File: src/rtl/tic_toc_turn_ctrl.sv
// Turn sequencer for a tic-tac-toe datapath: takes player/computer move requests,
// strobes them into the board, and tracks turn, move count, the turn timer and game end.
module tic_toc_turn_ctrl #(
  parameter int TIMEOUT_CYCLES = 255,
  parameter bit FIRST_MOVER    = 1'b0
) (
  input  logic       clk,
  input  logic       reset,
  input  logic       start,
  input  logic       player_req,
  input  logic [3:0] player_pos,
  input  logic       comp_req,
  input  logic [3:0] comp_pos,
  input  logic       invalid_move,
  input  logic [1:0] winner,
  output logic [3:0] player,
  output logic [3:0] computer,
  output logic       plyr_play,
  output logic       comp_play,
  output logic       board_clr,
  output logic       turn,
  output logic       move_ack,
  output logic       move_nack,
  output logic       timeout,
  output logic [3:0] move_count,
  output logic       game_over
);

  typedef enum logic [2:0] {
    IDLE   = 3'd0,
    CLR    = 3'd1,
    WAIT   = 3'd2,
    APPLY  = 3'd3,
    SETTLE = 3'd4,
    CHECK  = 3'd5,
    DONE   = 3'd6
  } state_t;

  localparam logic [7:0] TIMER_LAST = 8'(TIMEOUT_CYCLES - 1);
  localparam logic [3:0] MAX_MOVES  = 4'd9;
  localparam logic [1:0] CONTINUING = 2'd3;

  state_t     state_reg, state_next;
  logic       turn_reg, turn_next;
  logic [7:0] timer_reg, timer_next;
  logic [3:0] count_reg, count_next;
  logic [3:0] player_reg, player_next;
  logic [3:0] computer_reg, computer_next;
  logic       ack_reg, ack_next;
  logic       nack_reg, nack_next;
  logic       req_sel;
  logic [3:0] pos_sel;

  always_ff @(posedge clk or negedge reset) begin
    if (!reset) begin
      state_reg    <= IDLE;
      turn_reg     <= FIRST_MOVER;
      timer_reg    <= 8'd0;
      count_reg    <= 4'd0;
      player_reg   <= 4'd0;
      computer_reg <= 4'd0;
      ack_reg      <= 1'b0;
      nack_reg     <= 1'b0;
    end else begin
      state_reg    <= state_next;
      turn_reg     <= turn_next;
      timer_reg    <= timer_next;
      count_reg    <= count_next;
      player_reg   <= player_next;
      computer_reg <= computer_next;
      ack_reg      <= ack_next;
      nack_reg     <= nack_next;
    end
  end

  always_comb begin
    state_next    = state_reg;
    turn_next     = turn_reg;
    timer_next    = timer_reg;
    count_next    = count_reg;
    player_next   = player_reg;
    computer_next = computer_reg;
    ack_next      = 1'b0;
    nack_next     = 1'b0;
    timeout       = 1'b0;
    // Only the side whose turn it is gets looked at.
    req_sel       = turn_reg ? comp_req : player_req;
    pos_sel       = turn_reg ? comp_pos : player_pos;

    case (state_reg)
      IDLE: begin
        if (start) begin
          state_next = CLR;
          count_next = 4'd0;
          turn_next  = FIRST_MOVER;
          timer_next = 8'd0;
        end
      end
      CLR: begin
        count_next = 4'd0;
        turn_next  = FIRST_MOVER;
        timer_next = 8'd0;
        state_next = WAIT;
      end
      WAIT: begin
        if (req_sel && (pos_sel <= 4'd8)) begin
          if (turn_reg) computer_next = pos_sel;
          else          player_next   = pos_sel;
          state_next = APPLY;
        end else begin
          // An out-of-range slot is rejected but still lets the clock run.
          nack_next = req_sel;
          if (timer_reg == TIMER_LAST) begin
            timeout    = 1'b1;
            turn_next  = ~turn_reg;
            timer_next = 8'd0;
          end else begin
            timer_next = timer_reg + 8'd1;
          end
        end
      end
      APPLY: begin
        if (invalid_move) begin
          nack_next  = 1'b1;
          timer_next = 8'd0;
          state_next = WAIT;
        end else begin
          ack_next   = 1'b1;
          count_next = (count_reg == MAX_MOVES) ? MAX_MOVES : count_reg + 4'd1;
          state_next = SETTLE;
        end
      end
      SETTLE: state_next = CHECK;
      CHECK: begin
        if ((winner != CONTINUING) || (count_reg == MAX_MOVES)) begin
          state_next = DONE;
        end else begin
          turn_next  = ~turn_reg;
          timer_next = 8'd0;
          state_next = WAIT;
        end
      end
      DONE: begin
        if (start) begin
          state_next = CLR;
          count_next = 4'd0;
          turn_next  = FIRST_MOVER;
          timer_next = 8'd0;
        end
      end
      default: state_next = IDLE;
    endcase
  end

  assign player     = player_reg;
  assign computer   = computer_reg;
  assign plyr_play  = (state_reg == APPLY) && !turn_reg;
  assign comp_play  = (state_reg == APPLY) && turn_reg;
  assign board_clr  = (state_reg == CLR);
  assign turn       = turn_reg;
  assign move_ack   = ack_reg;
  assign move_nack  = nack_reg;
  assign move_count = count_reg;
  assign game_over  = (state_reg == DONE);

endmodule

File: config.mk
export PLATFORM = sky130hd
export DESIGN_NAME = tic_toc_turn_ctrl
export DESIGN_NICKNAME = d
export VERILOG_FILES = /design/src/rtl/tic_toc_turn_ctrl.sv
export SDC_FILE = /design/constraint.sdc
export NUM_CORES = 1
export LEC_CHECK = 0
export BUFFER_PORTS_ARGS = -buffer_cell sky130_fd_sc_hd__buf_2
export CAP_MARGIN = 20
export CORE_ASPECT_RATIO = 2
export CORE_MARGIN = 10
export CORE_UTILIZATION = 52
export CTS_CLUSTER_DIAMETER = 50
export DETAILED_ROUTE_END_ITERATION = 10
export PLACE_DENSITY = 0.8
export SLEW_MARGIN = 25
export SYNTH_ARGS = -nofsm -noshare
export SYNTH_HDL_FRONTEND = slang
export SYNTH_SLANG_ARGS = --single-unit
File: constraint.sdc
create_clock -name clk -period 2.1 [get_ports clk]
set_clock_uncertainty 0.05 [all_clocks]
set_input_delay 0.105 -clock clk [delete_from_list [all_inputs] [get_ports clk]]
set_output_delay 0.105 -clock clk [all_outputs]
set_load 0.005 [all_outputs]
==> results.txt, run 1 <==
- Outcome: finished, final reports clean
- Combinational fraction of design power: 48.4%
- Remaining antenna violation count: 0
* Fraction of final layout cells with drive strength greater than 1: 34.4%
- The final count of hold timing violations came to 0.
- Die Area: 0.00553 sq mm
- The die is 57.8 microns wide.
- Switching part of the total power: 39.0%
- The finished cells cover 0.00180 sq mm.
* Number of violations of the max-capacitance limit: 0
- Highest-count cells in the layout ignoring fill and taps: 35 x sky130_fd_sc_hd__buf_2, 25 x sky130_fd_sc_hd__dfrtp_1, 14 x sky130_fd_sc_hd__o21ai_0
- The repair_antennas step left the layout with diodes totalling 0.
* Count of routing violations after the opening detailed-route iteration: 41
* Total GRT Usage: 14.3%
- After layout, the worst setup slack is 0.106 ns.
* Largest register FFs: 8
- Die extent in y: 95.6 microns
- The count of buffers added on input and output ports is 35.
* Setup Viol. Count Final: 0
- Count of warnings emitted by yosys: 0
- The routed design could run at a clock period as short as 1.99 ns.
- Net count after synthesis: 172
* Critical setup path kind: flop to flop
- Startpoint of the worst-slack reg-to-reg timing path: move_count[0]
- Counting every sink on the clock net gives 26.
* Number of inserted filler cells in the final layout: 225
* Start point of the worst hold path: player_pos[2]
* Area growth, synth to finish: 21.2%
- Number of buffers between clock root and the deepest sink: 2
* DRC violation count after routing: 0
- The first detailed-routing pass ran for 4 iterations.
- Estimated wirelength of the detail-placed design: 3060 microns
- The worst hold path passes through 2 cells.
- Wirelength, routed: 3830 microns
- The internal power of the cells totals 1.32 mW.
* Total CTS buffers: 3
- The cell area that synthesis handed to floorplanning was 0.00149 sq mm.
* Placement Cell Area: 0.00171 sq mm
- The final critical path takes up 95.0% of the cycle.
- Via count normalized by instance count: 6.04
- I/O pin count: 36
- End point of the most critical hold path: player[2]
* Highest Clock Rate: 0.501 GHz
* Terminus of the critical flop-to-flop path: timer_reg[7]
* Static Leak: 0.855 nW
- The worst pin sits at a relative slew slack of 61.7%.
* Deepest level of the CTS H-tree: 1
- For the worst setup path, the data arrival time is 2.14 ns.
* Post-placement setup slack: 0.0883 ns
* Power per cell area: 1200 mW/mm^2
* Sort of element at the start of the critical path: flop
- TritonCTS built the clock tree.
* Synth unique cells: 46
- Timing startpoint of the critical path: move_count[0]
* Number of instances in the synthesized netlist: 152
- Routability-driven placement finished with a final weighted congestion of 0.851.
- Req. time, crit path: 2.25 ns
- At the later pin of the worst-skew pair, clock insertion delay measures 0.27 ns.
* Kind of path behind the tightest hold check: input pin to flop
- Worst VDD drop: 713 uV
- R2r setup slk: 0.11 ns
- Hold is met by 0.0310 ns.
- Measured slew at the worst slew-check pin: 0.567 ns
- After clock tree synthesis, the clock-pin slew on the worst setup and hold paths is 0.08 ns.
- Capturing element type of the critical path: flop
* Net switching power of the design: 0.843 mW
- Sequential group share of total power: 37.1%
* Overflow left after global routing: 0
* Initial Util: 54.3%
* Synthesized area divided by synthesized cell count: 9.78 sq um
- The number of pins with negative max-slew slack in the final report was 0.
- Post-Route Setup TNS: 0 ns
* Drt wl/cell: 17.1 microns
- The routed layout has 1352 vias.
- In this run the worst path has a maximum fanout of 7.
* Global-route wire length before repair: 6510 microns
- Part of the Yosys area used for sequential elements: 43.8%
- The floorplan step defined a core boundary enclosing 0.00274 sq mm.
- At the end of the flow, the number of nets in the layout was 216.
- Leaving out fill and tap cells, the most frequent cell in the layout is sky130_fd_sc_hd__buf_2.
- Root Driver: sky130_fd_sc_hd__clkbuf_8
* Number of global-route vias before repair: 1451
- The floorplan has 27 rows.
- Entering global routing, the biggest net connects 27 pins.
- The number of antenna violations at the first check in global routing was 0.
* Flops & latches, synth: 26
- Part of the total power dissipated in the clock network: 14.5%
- For the worst flop-to-flop path, the logic depth is 6.
-- power by group through the flow --
stage / clock, mW / sequential, mW / combinational (mW)
after floorplan: 0 / 0.753 / 0.712
after global routing: 0.344 / 0.827 / 1.16
after detailed placement: 0 / 0.813 / 1.03
after global placement: 0 / 0.796 / 0.992
final: 0.313 / 0.801 / 1.05
after CTS: 0.323 / 0.803 / 1.03
-- how the worst max path moves through the flow --
stage / end / slack, ns
2_1_floorplan: turn / 0.30
3_3_place_gp: timer_reg[2] / 0.16
3_5_place_dp: timer_reg[7] / 0.09
4_1_cts: timer_reg[7] / 0.07
5_1_grt: timer_reg[7] / -0.0003
6_report: timer_reg[7] / 0.11
-- cell families (layout without fill, tap and decap cells) --
| group | after synthesis | after routing | synth area share, % |
|---|---|---|---|
| simple gates | 52 | 52 | 19.4 |
| compound gates | 47 | 47 | 21.4 |
| flops | 26 | 26 | 43.8 |
| buf+inv | 12 | 55 | 3.96 |
| mux | 10 | 10 | 7.49 |
| fa+ha+maj | 4 | 4 | 3.37 |
| xor+xnor | 1 | 1 | 0.589 |
-- through the flow --
| step | total power, mW | utilization (%) | cells |
|---|---|---|---|
| floorplan | 1.47 | - | 152 |
| global placement | 1.79 | 62.4 | 216 |
| detailed placement | 1.84 | 62.4 | 216 |
| CTS | 2.16 | 64.7 | 221 |
| global route | 2.33 | 65.8 | 224 |
| finish | 2.16 | 65.8 | 224 |
-- critical path, stage by stage, from the launching register on --
cell	delay (ns)
sky130_fd_sc_hd__dfrtp_1	0.45
sky130_fd_sc_hd__ha_1	0.22
sky130_fd_sc_hd__nand3b_1	0.16
sky130_fd_sc_hd__and4b_1	0.24
sky130_fd_sc_hd__o221ai_2	0.16
sky130_fd_sc_hd__or4_1	0.50
sky130_fd_sc_hd__o21ai_1	0.14
-- cell usage after synthesis (all sizes together) --
cell type  instances  share of area (%)
nand3b             2                1.0
a41oi              2                1.2
or4                1               0.51
mux2i              1               0.67
or3                1               0.76
ha                 4                3.4
a21boi             1               0.51
o31ai              6                3.0
nand4              1               0.42
a21bo              1               0.67
clkbuf             2               0.51
xnor2              1               0.59
and3               2               0.84
o221ai             1                1.0
o311a              1               0.67
and4b              1               0.67
mux2               9                6.8
buf                4                1.9
nand3              7                2.4
nor3               4                1.7
nand2              8                2.0
inv                6                1.5
dfrtp             26                 44
a22o               3                1.8
a221o              1               0.67
o21bai             2                1.3
o21a               1               0.51
nand2b             4                1.9
a311oi             1               0.59
nor4               1               0.42
nor2b              4                1.7
a21oi              6                2.0
a31oi              2               0.84
o21ai             18                6.1
o22a               1               0.59
nor2              12                3.0
or2                2               0.84
nor3b              2                1.3
-- cell type report --
cell class	count	area [sq um]	share of cell area (%)
Clock buffer	4	55.1	3.06
Sequential cell	26	652	36.2
Inverter	6	22.5	1.25
Timing Repair Buffer	45	253	14.0
Multi-Input combinational cell	114	783	43.5
Tap cell	29	36.3	2.01
-- per-layer routing --
layer / global-route usage (%) / part of all wire, % / vias up
li1: - / - / 649
met1: 12.7 / 35 / 659
met2: 28.3 / 58 / 31
met3: 2.40 / 3.5 / 13
met4: 7.87 / 3.4 / 0
met5: 0 / 0 / -
-- timing repair --
| action | CTS | global route |
|---|---|---|
| hold buffers | 1 | 0 |
| endpoints found under the setup margin | 0 | 7 |
| resized for setup | 0 | 3 |
| hold endpoints to repair | 26 | 0 |
| setup buffers | 0 | 3 |
No activity file was read; power rests on OpenSTA's default activity.
==> run 2, diff against run 1 <==
Settings changed: REMOVE_ABC_BUFFERS from default to 1.
==> run 2 against run 1 <==
  * Clock power grew 34%
  * Power grew 3.7%
  * Fmax grew 0.72%
  * Combinational power shrank 5%
  * Flip-flop and latch count is the same
  * Critical path depth shrank 1
  * Critical endpoint unchanged
==> results.txt, run 2 (same netlist as run 1, synthesis figures left out) <==
* Sort of element at the start of the critical path: flop
- The layout net count is 211 (-2.3%).
- Global placer's final weighted congestion: 0.858 (+0.86%)
- The switching power summed over all nets came to 0.868 mW (+3.0%).
- The leakage power of the design was 0.840 nW (-1.8%).
* Clk slew on worst S/H paths: 0.09 ns (about the same)
- The number of buffer cells added on primary ports was 35 (unchanged).
- The number of pins with negative max-slew slack in the final report is 0 (unchanged).
- Critical setup path kind: flop to flop
- DRC violation count after routing: 0 (unchanged)
* Iteration count of the initial detailed-routing pass: 4 (unchanged)
* Fraction of final layout cells with drive strength greater than 1: 32.6% (-1.7 points)
- The maximum clock insertion buffer count is 2 (unchanged).
- Highest-count cells in the layout ignoring fill and taps: 35 x sky130_fd_sc_hd__buf_2, 25 x sky130_fd_sc_hd__dfrtp_1, 14 x sky130_fd_sc_hd__o21ai_0
* Post-placement setup slack: 0.131 ns (+0.0432 ns)
- The share of total power in sequential cells was 36.5% (-0.6 points).
- The max-capacitance violation count came to 0 (unchanged).
- The buffers inserted during post-CTS setup optimization came to 0 (unchanged).
- The antenna violation net count after detailed routing was 0 (unchanged).
- The CTS sink count came to 26 (unchanged).
- Detailed-route via count: 1318 (-2.5%)
* Total GRT Usage: 14.1% (-0.15 points)
* Worst VDD drop: 633 uV (-11%)
- Final period utilization: 94.3% (-0.68 points)
- Overflow left after global routing: 0 (unchanged)
* Highest Clock Rate: 0.505 GHz (+0.72%)
- The internal power summed over all cells came to 1.37 mW (+4.1%).
* Number of hold violations in the final report: 0 (unchanged)
* Estimated wirelength of the detail-placed design: 3040 microns (-0.57%)
- Rel. slew slack: 57.0% (-4.7 points)
* Number of global-route vias before repair: 1433 (-1.2%)
* Setup repair after global routing missed its margin: no
- Outcome: finished, final reports clean
- Most frequent standard cell in the layout excluding fill and tap cells: sky130_fd_sc_hd__buf_2
- Core area: 0.00274 sq mm (unchanged)
- The share of total power in the clock network was 18.8% (+4.3 points).
* Number of inserted filler cells in the final layout: 217 (-3.6%)
- Die Area: 0.00553 sq mm (unchanged)
* Die outline width: 57.8 microns (unchanged)
- TritonCTS built the clock tree.
- Capturing element type of the critical path: flop
- The cell row count was 27 (unchanged).
- The relative area change from synthesis to final layout came to 21.1% (about the same).
- The top-level I/O count was 36 (unchanged).
- Measured slew at the worst slew-check pin: 0.636 ns (+0.0692 ns)
* Largest net degree at the start of global routing: 27 (unchanged)
- Number of antenna cells inserted: 0 (unchanged)
- The final total negative setup slack is 0 ns (unchanged).
- The total wire length after detailed routing came to 3880 microns (+1.2%).
- Clock network latency to the later pin of the worst-skew pair: 0.28 ns (about the same)
* Count of routing violations after the opening detailed-route iteration: 28 (-32%)
- The initial cell density of the core came to 54.3% (unchanged).
* Combinational fraction of design power: 44.8% (-3.6 points)
* Arrival time worst endpoint: 2.14 ns (about the same)
* Total CTS buffers: 3 (unchanged)
- Via count normalized by instance count: 6.02 (-0.29%)
* Switching part of the total power: 38.8% (-0.24 points)
- The per-cell routed wire length came to 17.7 microns (+3.5%).
* Final period demand of the worst path: 1.98 ns (-0.0142 ns)
- The final critical-path setup slack is 0.120 ns (+0.0142 ns).
* Req. time, crit path: 2.26 ns (about the same)
- Largest register FFs: 8 (unchanged)
* Setup Viol. Count Final: 0 (unchanged)
* Global-route wire length before repair: 6370 microns (-2.1%)
- The number of H-tree levels was 1 (unchanged).
* Kind of path behind the tightest hold check: input pin to flop
- The die boundary height came to 95.6 microns (unchanged).
- Power per cell area: 1240 mW/mm^2 (+3.7%)
- The tightest hold margin came to 0.0178 ns (-0.0132 ns).
* Root Driver: sky130_fd_sc_hd__clkbuf_8
- The number of antenna violations at the first check in global routing was 0 (unchanged).
* Maximum fanout along the worst path: 14 (+7)
## run 2: path summary, 6_finish.rpt
check                              start      endpoint  slack, ns  cells after the start
hold / removal             player_pos[1]     player[1]       0.02                      2
hold reg to reg             timer_reg[7]  timer_reg[7]       0.43                      1
setup / recovery            state_reg[1]  timer_reg[7]       0.12                      5
max in group asynchronous          reset          turn       1.27                      2
min in group asynchronous          reset     player[1]       0.31                      2
setup reg to reg            state_reg[1]  timer_reg[7]       0.12                      5
## run 2: stage by stage
step	cell area, sq um	util [%]	std cells	power (mW)
3_5_place_dp	1690	61.8	214	1.79
3_3_place_gp	1690	61.8	214	1.74
5_1_grt	1800	65.8	219	2.40
2_1_floorplan	1450	-	146	1.40
4_1_cts	1770	64.8	219	2.21
6_report	1800	65.8	219	2.24
## run 2: worst max-delay path: stages, from the launching register on
cell and delay, ns:
sky130_fd_sc_hd__dfrtp_1 0.56, sky130_fd_sc_hd__a21boi_0 0.17, sky130_fd_sc_hd__o21ai_1 0.29, sky130_fd_sc_hd__o221ai_4 0.23, sky130_fd_sc_hd__or4_1 0.50, sky130_fd_sc_hd__o21ai_1 0.12
## run 2: what timing repair did
action	4_1_cts	5_1_grt
setup endpoints to repair	0	6
endpoints found under the hold margin	26	0
gates resized for setup	0	5
hold buffers	1	0
## run 2: layout make-up
class / instances / area, sq um / share of cell area, %
multi-input cells: 114 / 803 / 44.6
flip-flops and latches: 26 / 652 / 36.2
repair buffers: 40 / 215 / 12.0
clock buffers: 3 / 41.3 / 2.29
well taps: 29 / 36.3 / 2.02
clock inverters: 1 / 30.0 / 1.67
inverters: 6 / 22.5 / 1.25
## run 2: routing by layer
metal | global-route usage [%] | wire (microns) | vias to the layer above
met2 | 26.3 | 2190 | 45
met4 | 8.46 | 148 | 0
met1 | 13.7 | 1370 | 624
met3 | 2.53 | 161 | 14
met5 | 0 | 0 | -
li1 | - | - | 635
## run 2: power by group through the flow
stage,Clock (mW),Combinational (mW),Sequential (mW)
after global routing,0.434,1.12,0.846
final,0.420,1.00,0.817
after floorplan,0,0.580,0.820
after global placement,0,0.938,0.806
after detailed placement,0,0.971,0.819
after CTS,0.424,0.981,0.809
